[config.mk]
export PLATFORM = sky130hd
export DESIGN_NAME = uart_tx_buffer
export DESIGN_NICKNAME = d
export VERILOG_FILES = /design/src/rtl/uart_tx_buffer.sv
export SDC_FILE = /design/constraint.sdc
export NUM_CORES = 1
export LEC_CHECK = 0
export BUFFER_PORTS_ARGS = -buffer_cell sky130_fd_sc_hd__buf_2
export CORE_UTILIZATION = 50
export DETAILED_ROUTE_END_ITERATION = 10
export PLACE_DENSITY = 0.66
export SETUP_SLACK_MARGIN = 0.3
export SYNTH_ARGS = -nofsm -noshare
export SYNTH_HDL_FRONTEND = slang
export SYNTH_SLANG_ARGS = --single-unit
[constraint.sdc]
create_clock -name clock -period 4.2 [get_ports clock]
set_input_delay 0.42 -clock clock [delete_from_list [all_inputs] [get_ports clock]]
set_output_delay 0.42 -clock clock [all_outputs]
set_load 0.05 [all_outputs]
[src/rtl/uart_tx_buffer.sv]
// 8N1 serial transmitter with a strobe-fed FIFO. Bytes arrive as single-cycle
// strobes with no backpressure. A byte that finds the FIFO full is dropped and
// sets a sticky overflow flag.
module uart_tx_buffer #(
  parameter int CLKS_PER_BIT = 16,
  parameter int FIFO_AW      = 4
) (
  input  logic               clock,
  input  logic               reset,
  input  logic [8:0]         uart_in,
  output logic               tx,
  output logic [FIFO_AW:0]   fifo_count,
  output logic               tx_busy,
  output logic               overflow
);

  localparam int DEPTH = 1 << FIFO_AW;
  localparam int CNT_W = $clog2(CLKS_PER_BIT);
  localparam logic [CNT_W-1:0]   CNT_LAST = CNT_W'(CLKS_PER_BIT - 1);
  localparam logic [FIFO_AW:0]   FULL     = (FIFO_AW + 1)'(DEPTH);

  typedef enum logic [1:0] {IDLE, START, DATA, STOP} state_t;

  state_t             state, state_next;
  logic [CNT_W-1:0]   cnt, cnt_next;
  logic [2:0]         bit_idx, bit_next;
  logic [7:0]         shift_reg, shift_next;
  logic               tx_next;

  logic [7:0]         mem [DEPTH];
  logic [FIFO_AW-1:0] wr_ptr, rd_ptr;
  logic               push, pop, drop;

  // Fullness is judged on the count at the start of the cycle, so a
  // same-cycle pop never makes room for the incoming byte.
  assign push = uart_in[8] && (fifo_count != FULL);
  assign drop = uart_in[8] && (fifo_count == FULL);

  assign tx_busy = (state != IDLE) || (fifo_count != '0);

  // NOTE: storage is deliberately not reset; emptiness is defined by the
  // pointers and count alone, so stale contents are never observed.
  always_ff @(posedge clock) begin
    if (push) mem[wr_ptr] <= uart_in[7:0];
  end

  // NOTE: every register here uses non-blocking assignment so all of them
  // sample the pre-edge values of their inputs.
  always_ff @(posedge clock) begin
    if (reset) begin
      wr_ptr     <= '0;
      rd_ptr     <= '0;
      fifo_count <= '0;
      overflow   <= 1'b0;
    end else begin
      if (push) wr_ptr <= wr_ptr + 1'b1;
      if (pop)  rd_ptr <= rd_ptr + 1'b1;
      case ({push, pop})
        2'b10:   fifo_count <= fifo_count + 1'b1;
        2'b01:   fifo_count <= fifo_count - 1'b1;
        default: fifo_count <= fifo_count;
      endcase
      if (drop) overflow <= 1'b1;
    end
  end

  always_ff @(posedge clock) begin
    if (reset) begin
      state     <= IDLE;
      cnt       <= '0;
      bit_idx   <= '0;
      shift_reg <= '0;
      tx        <= 1'b1;
    end else begin
      state     <= state_next;
      cnt       <= cnt_next;
      bit_idx   <= bit_next;
      shift_reg <= shift_next;
      tx        <= tx_next;
    end
  end

  // NOTE: defaults first so that no path through the case leaves a signal
  // unassigned, which would otherwise infer a latch.
  always_comb begin
    state_next = state;
    cnt_next   = cnt + CNT_W'(1);
    bit_next   = bit_idx;
    shift_next = shift_reg;
    tx_next    = tx;
    pop        = 1'b0;

    // tx_next is the line level for the state being entered, so tx changes
    // on the same edge as the state register.
    case (state)
      IDLE: begin
        cnt_next = '0;
        tx_next  = 1'b1;
        if (fifo_count != '0) begin
          pop        = 1'b1;
          shift_next = mem[rd_ptr];
          tx_next    = 1'b0;
          state_next = START;
        end
      end
      START: begin
        if (cnt == CNT_LAST) begin
          cnt_next   = '0;
          bit_next   = '0;
          tx_next    = shift_reg[0];
          state_next = DATA;
        end
      end
      DATA: begin
        if (cnt == CNT_LAST) begin
          cnt_next = '0;
          if (bit_idx == 3'd7) begin
            tx_next    = 1'b1;
            state_next = STOP;
          end else begin
            bit_next = bit_idx + 3'd1;
            tx_next  = shift_reg[bit_idx + 3'd1];
          end
        end
      end
      STOP: begin
        if (cnt == CNT_LAST) begin
          cnt_next   = '0;
          tx_next    = 1'b1;
          state_next = IDLE;
        end
      end
      default: begin
        cnt_next   = '0;
        tx_next    = 1'b1;
        state_next = IDLE;
      end
    endcase
  end

endmodule

After elaboration in Yosys (flattened, before gate mapping)
Memory sizes are Yosys's and may differ from the RTL's. A register that Yosys moved wholly into a read port is not among the register bits.
Cells that the tools add are included.
{ "word_totals": {"regBits": 24, "ramBits": 128, "inputBits": 11, "output_inout_bits": 8, "memories": 1} }
{ "mem_list": {"columns": ["name", "depth", "word_bits", "rd", "rd_ports_with_merged_regs", "wr", "line", "text"], "rows": [
  ["mem", 16, 8, 1, 1, 1, "30", "logic [7:0] mem [DEPTH];"]
]} }
{ "classes": {"add_sub_neg": 6, "order_cmp": 1, "eq_ne": 15, "mux": 25, "n_reduce_logical": 13} }
{ "ops": {"columns": ["cell", "n"], "rows": [
  ["adder 4 x 1 -> 4 bit (second input constant)", 3],
  ["inequality test 2 bit (second input constant)", 6],
  ["two-way mux 1 bit", 10],
  ["two-way mux 2 bit", 5],
  ["case mux 5 bit (2 select lines)", 1],
  ["two-way mux 3 bit", 3],
  ["case mux 2 bit (4 select lines)", 1],
  ["case mux 4 bit (2 select lines)", 1],
  ["== test 2 bit (second input constant)", 3],
  ["case mux 3 bit (2 select lines)", 1],
  ["nonzero test 2 bit", 3],
  ["adder 5 x 1 -> 5 bit (second input constant)", 1],
  ["== test 5 bit (second input constant)", 1],
  ["inequality test 5 bit (second input constant)", 1],
  ["AND reduction 5 bit", 1],
  ["nonzero test 5 bit", 1],
  ["subtractor 5 x 1 -> 5 bit (second input constant)", 1],
  ["== test 2 x 1 -> 1 bit (second input constant)", 2],
  ["== test 4 bit (second input constant)", 1],
  ["less-than comparator 3 x 4 -> 1 bit (second input constant)", 1],
  ["two-way mux 4 bit", 1],
  ["case mux 1 bit (4 select lines)", 1],
  ["AND reduction 4 bit", 1],
  ["adder 3 x 1 -> 3 bit (second input constant)", 1],
  ["other kinds (8)", 9]
]} }

Logic depth before layout (Yosys ltp)
{ "logic_depth": {"ltp_word": 6, "mapped_depth": 12} }

Worst setup path after synthesis
No wires, ideal clock.
{ "synth_timing": {"path_type": "flip-flop to flip-flop", "start": "reg fifo_count[1]", "end": "reg fifo_count[4]", "arrival_time_ns": 3.183, "required_ns": 4.079, "setup_slack_ns": 0.897, "stages_incl_launch_ff": 13, "synth_period_minus_slack_ns": 3.303, "cell_sequence": "dfxtp_1 buf_2 nor4_1 a21boi_1 inv_1 ha_1 buf_2 xor2_1 ha_1 a21oi_1 or3b_2 a31oi_1 mux2_2"} }
{ "synth_between": {"elab_chain_cells": 5} }
{ "synth_rtl": {"columns": ["item", "line", "text"], "rows": [
  ["from (decl)", "12", "output logic [FIFO_AW:0] fifo_count,"],
  ["from (signal assigned)", "59", "2'b10: fifo_count <= fifo_count + 1'b1;"],
  ["from (signal assigned)", "60", "2'b01: fifo_count <= fifo_count - 1'b1;"],
  ["from (signal assigned)", "61", "default: fifo_count <= fifo_count;"],
  ["nonzero test 5 bit", "99", "if (fifo_count != '0) begin"],
  ["two-way mux 1 bit", "99", null],
  ["two-way mux 1 bit", "95", "case (state)"],
  ["== test 2 x 1 -> 1 bit or == test 2 bit (tied branches)", "58", "case ({push, pop})"],
  ["case mux 5 bit (2 select lines) or nonzero test 2 bit (tied branches)", null, null]
]} }
Parallel ways exist; a longest one is shown, timed or not.
A chain may end at the register's enable or synchronous reset.

Worst setup path after layout
{ "layout_timing": {"start": "reg fifo_count[2]", "end": "reg fifo_count[4]"} }
{ "layout_between": {"elab_chain_cells": 5} }
{ "layout_rtl": {"columns": ["item", "line", "text"], "rows": [
  ["nonzero test 5 bit *", "99", null],
  ["two-way mux 1 bit *", "99", null],
  ["two-way mux 1 bit *", "95", null],
  ["via pop", "32", "logic push, pop, drop;"],
  ["== test 2 x 1 -> 1 bit or == test 2 bit (tied branches)", "58", null],
  ["case mux 5 bit (2 select lines) or nonzero test 2 bit (tied branches)", null, null]
]} }
The timed path passes the listed nets; every way through them passes the cells marked *.

==> results.txt <==
Yosys cell types: 45
VDD IR max: 0.4818 mV
Via density: 5.675
die height: 117.4 µm
detailed-route DRC error count: 0
chip width: 117.4 µm
clk sinks: 160
vias in the first global route: 3448
Routed Antenna Nets: 0
final net count: 440
register area share after synthesis: 67.34%
Post-synth EDFFs: 128
Final min period: 3.370 ns
Final GP Congestion: 0.8895
Slew @ Worst Pin: 0.9422 ns
Max Freq: 296.7 MHz
Comb power frac: 23.2%
CTS Hold Buffers Added: 0
critical path launch point: fifo_count[2]$_SDFFE_PP0P_
Crit. End Element: register
Mapped Cells: 392
Clk Latency, worst-skew pair: 0.42 ns
length in cells of the worst reg-to-reg path: 10
Rows: 41
Psw: 0.001357 W
Mean Syn Cell Area: 16.99 µm²
Iter 0 DRT Violations: 254
crit path max fanout: 13
maximum root-to-sink buffer count: 2
CTS tree: done
DP Wirelength: 7775 µm
First-pass DRT Iterations: 4
Req. time, crit path: 4.51 ns
RSZ-0062 raised after global routing: no
post-cts gate resize count: 0
die area: 13780 µm²
RR Endpoint: fifo_count[4]$_SDFFE_PP0P_
area leader, netlist: edfxtp_1
Clock power frac: 35.9%
Synth Cell Area: 6659 µm²
Hold Path Class: input pin to register
ant diodes: 0
Boundary Pins: 19
Initial Util: 51.92%
DP Cell Count: 566
syn_nets: 419
Non-Filler Instances: 597
global-route wire length before repair: 19890 µm
PwrDens: 622.0 nW/µm²
Switching Share: 28.87%
WP data arrival: 3.68 ns
max reg flops: 128
Ys Warns: 0
Final period util: 80.24%
Max-cap violations: 0
endpoints failing hold: 0
Sequential Power Share: 40.9%
Avg WL per Cell: 20.84 µm
internal power: 0.003344 W
CP Class: register to register
via count: 3388
hold_ws: 0.3352 ns
Synth Flop Type: edfxtp_1
status: completed
Syn-to-layout area delta: 13.49%
leading post-synthesis cells by cell area: edfxtp_1, mux4_2, dfxtp_1
gr ovfl total: 0
asr flop ratio synth: 0%
Setup Buffers After CTS: 0
core box area: 12820 µm²
Crit Reg-Reg Startpoint: fifo_count[2]$_SDFFE_PP0P_
initial antenna violation count: 0
largest net degree at the start of global routing: 25
Root Buffer: clkbuf_16
final worst slack: 0.8301 ns
Seq cells post-synth: 160
Leak: 2.532 nW
number of port buffers: 18
global-route usage over all layers: 19.87%
CP endpoint: fifo_count[4]$_SDFFE_PP0P_
Num CTS Buffers: 17
fraction of layout cells with a size suffix above 1: 24.94%
FF-to-FF setup slack: 0.83 ns
dpl ws: 0.8755 ns
drt total wl: 12440 µm
# H-tree levels: 4
setup violation total in the final timing report: 0
Worst setup SP type: register
final slew viol count: 0
Synth top area share: 57.72%
clock transition at the registers of the reported paths: 0.07 ns
Max-Slew Margin vs Limit: 36.95%
setup_tns: 0 ns
Worst Clk Skew: 0.01329 ns
hold path cells: 3
## critical path, stage by stage, from the launching register on
cell     delay [ns]
dfxtp_1        0.38
or4_4          0.61
o21ai_4        0.33
inv_2          0.14
ha_1           0.33
xor2_1         0.18
ha_1           0.23
a21oi_1        0.08
or3b_2         0.44
a31oi_1        0.19
mux2_2         0.34
## power groups by stage
stage,combinational (W),clock [W],sequential (W)
2_1_floorplan,0.000866,0,0.00197
3_3_place_gp,0.00107,0,0.00195
3_5_place_dp,0.00109,0,0.00196
4_1_cts,0.00110,0.00172,0.00192
5_1_grt,0.00119,0.00178,0.00194
6_report,0.00109,0.00169,0.00192
## cell usage after synthesis (all sizes together), types with 4 or more instances
| master | number |
|---|---|
| a21oi | 7 |
| buf | 14 |
| clkbuf | 6 |
| dfxtp | 32 |
| edfxtp | 128 |
| ha | 16 |
| inv | 9 |
| mux2i | 22 |
| mux4 | 34 |
| nand2 | 11 |
| nand2b | 4 |
| nand3 | 14 |
| nor2 | 32 |
| nor3 | 6 |
| o21ai | 5 |
| o221ai | 9 |
| xor2 | 7 |
## placed cells by master, fill, tap and decap left out, types with 11 or more instances in the layout
cell / instances
buf_2: 18
clkbuf_16: 17
dfxtp_1: 31
edfxtp_1: 128
ha_1: 16
mux2i_1: 22
mux4_2: 32
nand2_1: 11
nand3_1: 13
nor2_1: 32
## cell families (layout without fill, tap and decap cells)
logic type / Yosys count / in the layout / share of synthesized area [%]
fa+ha+maj: 16 / 16 / 3.006
buf+inv: 29 / 62 / 2.104
compound gates: 34 / 34 / 4.547
mux: 59 / 59 / 15.43
xor+xnor: 10 / 10 / 1.315
simple gates: 84 / 84 / 6.257
flops: 160 / 160 / 67.34
## cell type report
cell class	count	area [µm²]
clock buffer	17	425.4
clock inverter	14	227.7
fill	968	5268
inverter	9	33.78
multi-input combinational	203	2049
sequential	160	4486
tap	172	215.2
timing repair buffer	22	120.1
## worst min-delay path by stage
stage                            startpoint                    end
after floorplan           cnt[0]$_SDFF_PP0_      cnt[0]$_SDFF_PP0_
after global placement    cnt[0]$_SDFF_PP0_      cnt[0]$_SDFF_PP0_
after detailed placement  cnt[0]$_SDFF_PP0_      cnt[0]$_SDFF_PP0_
after CTS                        uart_in[8]  overflow$_SDFFE_PP0P_
after global routing             uart_in[8]  overflow$_SDFFE_PP0P_
final                            uart_in[8]  overflow$_SDFFE_PP0P_
## metrics by stage
| stage | instance area (µm²) | total power [W] | utilization (%) |
|---|---|---|---|
| 6_report | 7557 | 0.004701 | 58.93 |
| 5_1_grt | 7557 | 0.004905 | 58.93 |
| 4_1_cts | 7557 | 0.004744 | 58.93 |
| 3_5_place_dp | 6904 | 0.003046 | 53.83 |
| 3_3_place_gp | 6904 | 0.003015 | 53.83 |
| 2_1_floorplan | 6659 | 0.002831 | - |
## routing by layer
layer	share of wire [%]	GRT usage (%)	wire [µm]	vias up
li1	-	-	-	1581
met1	43	25.53	5385	1711
met2	50	32.17	6260	79
met3	4.6	5.107	575	17
met4	1.8	8.198	220	0
met5	0	0	0	-
Note: power is estimated with default switching activity, not from simulation.
